File: src/rtl/series_accumulator.sv
// Arithmetic-series engine: accumulates terms (or squared terms) of first, first+step, ... <= last,
// one term per clock, behind a start/busy/done/ack handshake.
module series_accumulator #(
    parameter int DATA_W = 8,
    parameter int ACC_W  = 24
) (
    input  logic              clk,
    input  logic              rst,
    input  logic              start,
    input  logic              ack,
    input  logic              mode,
    input  logic [DATA_W-1:0] first,
    input  logic [DATA_W-1:0] last,
    input  logic [DATA_W-1:0] step,
    output logic              busy,
    output logic              done,
    output logic [ACC_W-1:0]  result,
    output logic [DATA_W:0]   terms,
    output logic              overflow
);

    localparam int PW = 2 * DATA_W;
    // Adder is wide enough for both the accumulator and a full square, so no carry is ever lost.
    localparam int SW = (PW > ACC_W) ? PW + 1 : ACC_W + 1;

    typedef enum logic [1:0] {IDLE, RUN, DONE} state_t;

    state_t            state_q, state_d;
    logic              mode_q, mode_d;
    logic [DATA_W-1:0] last_q, last_d;
    logic [DATA_W-1:0] step_q, step_d;
    logic [DATA_W-1:0] cur_q, cur_d;
    logic [ACC_W-1:0]  acc_q, acc_d;
    logic [DATA_W:0]   cnt_q, cnt_d;
    logic              ovf_q, ovf_d;
    logic [ACC_W-1:0]  result_q, result_d;
    logic [DATA_W:0]   terms_q, terms_d;
    logic              overflow_q, overflow_d;

    logic [PW-1:0]     sq;
    logic [SW-1:0]     term, sum;
    logic              add_ovf;
    logic [DATA_W:0]   nxt, cnt_inc;
    logic              stop;

    always_comb begin
        sq      = PW'(cur_q) * PW'(cur_q);
        term    = mode_q ? SW'(sq) : SW'(cur_q);
        sum     = SW'(acc_q) + term;
        add_ovf = |sum[SW-1:ACC_W];
        cnt_inc = cnt_q + (DATA_W+1)'(1);
        // Carry into bit DATA_W takes part in the compare, so cur never wraps.
        nxt     = {1'b0, cur_q} + {1'b0, step_q};
        stop    = nxt > {1'b0, last_q};
    end

    always_comb begin
        state_d    = state_q;
        mode_d     = mode_q;
        last_d     = last_q;
        step_d     = step_q;
        cur_d      = cur_q;
        acc_d      = acc_q;
        cnt_d      = cnt_q;
        ovf_d      = ovf_q;
        result_d   = result_q;
        terms_d    = terms_q;
        overflow_d = overflow_q;
        case (state_q)
            IDLE, DONE: begin
                if (start) begin
                    mode_d = mode;
                    last_d = last;
                    step_d = (step == '0) ? DATA_W'(1) : step;
                    cur_d  = first;
                    acc_d  = '0;
                    cnt_d  = '0;
                    ovf_d  = 1'b0;
                    if (first > last) begin
                        state_d    = DONE;
                        result_d   = '0;
                        terms_d    = '0;
                        overflow_d = 1'b0;
                    end else begin
                        state_d = RUN;
                    end
                end else if (state_q == DONE && ack) begin
                    state_d = IDLE;
                end
            end
            RUN: begin
                acc_d = sum[ACC_W-1:0];
                cnt_d = cnt_inc;
                ovf_d = ovf_q | add_ovf;
                if (stop) begin
                    state_d    = DONE;
                    result_d   = sum[ACC_W-1:0];
                    terms_d    = cnt_inc;
                    overflow_d = ovf_q | add_ovf;
                end else begin
                    cur_d = nxt[DATA_W-1:0];
                end
            end
            default: state_d = IDLE;
        endcase
    end

    always_ff @(posedge clk) begin
        if (rst) state_q <= IDLE;
        else     state_q <= state_d;
    end

    always_ff @(posedge clk) begin
        if (rst) begin
            mode_q     <= 1'b0;
            last_q     <= '0;
            step_q     <= '0;
            cur_q      <= '0;
            acc_q      <= '0;
            cnt_q      <= '0;
            ovf_q      <= 1'b0;
            result_q   <= '0;
            terms_q    <= '0;
            overflow_q <= 1'b0;
        end else begin
            mode_q     <= mode_d;
            last_q     <= last_d;
            step_q     <= step_d;
            cur_q      <= cur_d;
            acc_q      <= acc_d;
            cnt_q      <= cnt_d;
            ovf_q      <= ovf_d;
            result_q   <= result_d;
            terms_q    <= terms_d;
            overflow_q <= overflow_d;
        end
    end

    assign busy     = (state_q == RUN);
    assign done     = (state_q == DONE);
    assign result   = result_q;
    assign terms    = terms_q;
    assign overflow = overflow_q;

endmodule

File: config.mk
export PLATFORM = sky130hd
export DESIGN_NAME = series_accumulator
export DESIGN_NICKNAME = d
export VERILOG_FILES = /design/src/rtl/series_accumulator.sv
export SDC_FILE = /design/constraint.sdc
export NUM_CORES = 1
export LEC_CHECK = 0
export ABC_AREA = 1
export CAP_MARGIN = 20
export CORE_MARGIN = 2
export CORE_UTILIZATION = 40
export DETAILED_ROUTE_END_ITERATION = 7
export HOLD_SLACK_MARGIN = 0.12
export PLACE_DENSITY = 0.71
export SYNTH_ARGS = -nofsm -noshare
export SYNTH_HDL_FRONTEND = slang
export SYNTH_SLANG_ARGS = --single-unit
File: constraint.sdc
create_clock -name clk -period 5.03 [get_ports clk]
set_input_delay 1.006 -clock clk [delete_from_list [all_inputs] [get_ports clk]]
set_output_delay 1.006 -clock clk [all_outputs]
set_load 0.01 [all_outputs]
==> results_dict.tcl <==
set metrics [dict create \
    synth_area_per_cell_um2 6.54 \
    htreeDepth 3 \
    drtPass1Iterations 5 \
    clock_sinks 95 \
    powerDensity_nw_per_um2 261 \
    reg2reg_slack_ns -0.08 \
    hold_path_class "reg -> reg" \
    min_period_ns 5.11 \
    cts.clk_slew.worst_paths_ns 0.07 \
    ff_latch_area_um2 1920 \
    async_flop_share_pct 0 \
    antenna_found_initial 0 \
    min_to "terms[1]$_SDFFE_PP0P_" \
    drcViolationCount 0 \
    rsz0062_at_grt "true" \
    insertion_delay_ns 0.36 \
    start_util_pct 40.6 \
    die_h_um 141 \
    path_delay_family "adder cells" \
    gp_congestion 0.905 \
    violations "negative setup slack" \
    finClkSkew_ns 0.00939 \
    grt_max_degree 56 \
    utilization_pct 53.8 \
    crit_path_end_kind "flip-flop" \
    r2r_start "cur_q[3]$_SDFFE_PP0P_" \
    synth_seq_area_share_pct 25.2 \
    grt_pass1_vias 7230 \
    netlist_instances 1156 \
    cts_buffer_depth 2 \
    worst_pin_slew_ns 0.909 \
    min_path_cells 2 \
    worstPathRequired_ns 5.31 \
    ys_types 38 \
    hp-start "terms[1]$_SDFFE_PP0P_" \
    cts_tree "built" \
    ioPinCount 65 \
    vias_per_cell 5.06 \
    synth_edf_count 0 \
    setup_violations 12 \
    area_growth_pct 32.6 \
    hold_ws_ns 0.467 \
    antenna_cells 0 \
    cts_buffers 9 \
    drive_gt1_share_pct 21.7 \
    critPathKind "reg -> reg" \
    fin_nets 1405 \
    final.setup.worst_slack_ns -0.0845 \
    drv_slew 0 \
    r2r-end "acc_q[18]$_SDFFE_PP0P_" \
    p_leak_uw 0.00492 \
    ys_seq_elements 95 \
    synthFlopType "dfxtp_1" \
    final_cell_mix "265 x nand2_1, 153 x inv_1, 91 x a21oi_1" \
    reg2reg_depth 26 \
    cp-startpoint "cur_q[3]$_SDFFE_PP0P_" \
    path_buf_inv 6 \
    slew_headroom_pct 39.3 \
    hold_violations 0 \
    fill_cells 1755 \
    crit_fanout 6 \
    cp-start-kind "flip-flop" \
    clockRootBuffer "clkbuf_16" \
    ant_nets 0 \
    slowest_stage "fa_2" \
    die_x_um 141 \
    coreArea_um2 18600 \
    multi_input_area_um2 5490 \
    final_common_cell "nand2_1" \
    vdd_drop_max_uv 206 \
    ys_warn_count 0 \
    drtIter0Drc 449 \
    syn_area_um2 7560 \
    num_vias 7680 \
    hpwl_um 15100 \
    run_status "complete, but fails checks" \
    drv_cap 0 \
    gr-usage-all-layers_pct 20.7 \
    rows 50 \
    fmax_mhz 196 \
    post-route-period-util_pct 102 \
    post_drt_wl_per_cell_um 13.8 \
    totalWireLength_um 21000 \
    overflow 0 \
    holdBufCountCts 0 \
    grt_pass1_wl_um 33900 \
    cp.arrival_ns 5.40 \
    die_area_um2 20000 \
    io_buffer_count 64 \
    max_stage_delay_ns 0.58 \
]
state kept, by name, summed over array words and instances (netlist names), 2 cells and up:
name / flops
last_q: 8
state_q: 2
cur_q: 8
cnt_q: 9
acc_q: 24
terms: 9
step_q: 8
result: 24
Yosys cell counts (4+ instances only):
library cell    n  area (um^2)
o21bai_1        8         60.1
ha_1           70          876
nor3_1          9         45.0
xor2_1         11         96.3
clkbuf_1       26         97.6
xnor2_1         4         35.0
nor2_1        107          402
buf_6           6         67.6
dfxtp_1        95         1900
buf_2           9         45.0
nand3b_1        4         30.0
inv_1         175          657
fa_1           26          521
a21oi_1       112          561
nand4_1        18          113
nand2_1       312         1170
nand3_1        79          395
o21a_1          9         67.6
o21ai_0        42          210
how the worst max path moves through the flow:
stage	to	slack, ns	cells after the start
global route	result[17]$_SDFFE_PP0P_	-0.32	28
detailed placement	result[22]$_SDFFE_PP0P_	-0.42	26
CTS	result[21]$_SDFFE_PP0P_	-0.03	30
finish	acc_q[18]$_SDFFE_PP0P_	-0.08	26
global placement	result[22]$_SDFFE_PP0P_	-0.26	26
floorplan	acc_q[15]$_SDFFE_PP0P_	0.004	27
what timing repair did:
action                     4_1_cts  5_1_grt
cloned                           0        0
buffers inserted                 7       12
pin swaps                       60       72
hold endpoints to repair         0        0
gates resized for setup         94      116
setup endpoints to repair       34       36
cell families (layout without fill, tap and decap cells):
family,after synthesis,count (layout),synth area share (%)
adders and majority gates,96,96,18.5
and+or+nand+nor,542,542,29.6
muxes,2,2,0.265
buffers and inverters,224,352,11.9
xor gates and xnor gates,15,15,1.74
DFF,95,95,25.2
other,1,2,0.0496
AOI/OAI and AO/OA,181,181,12.8
through the flow:
| stage | TNS, ns | area [um^2] | setup WS [ns] | instances | power (uW) |
|---|---|---|---|---|---|
| floorplan | 0 | 7640 | 0.00423 | 1157 | 1520 |
| finish | -0.438 | 10000 | -0.0845 | 1519 | 2620 |
| global route | -6.93 | 10000 | -0.317 | 1519 | 2790 |
| detailed placement | -8.63 | 8860 | -0.419 | 1484 | 1850 |
| global placement | -4.27 | 8860 | -0.264 | 1484 | 1830 |
| CTS | -0.131 | 9480 | -0.0344 | 1507 | 2560 |
metal layers:
metal / GRT usage, % / vias up / part of all wire (%)
li1: - / 3925 / -
met1: 26.7 / 3570 / 46
met2: 36.0 / 150 / 49
met3: 2.67 / 35 / 3.1
met4: 6.95 / 0 / 2.3
met5: 0 / - / 0
layout make-up:
| cell class | count | share of cell area, % |
|---|---|---|
| clock buffers | 10 | 2.28 |
| clock inverters | 6 | 0.462 |
| flip-flops and latches | 95 | 19.2 |
| well taps | 234 | 2.92 |
| repair buffers | 156 | 13.6 |
| multi-input cells | 838 | 54.8 |
| inverters | 180 | 6.74 |
worst min-delay path: stages, from the launching register on:
cell and delay (ns):
dfxtp_1 0.31, nand2_1 0.06, a21oi_1 0.05
power by group:
part | internal, uW | switching (uW)
clock | 339 | 314
sequential | 825 | 56.2
combinational | 477 | 608
(Power assumes the default switching activity.)
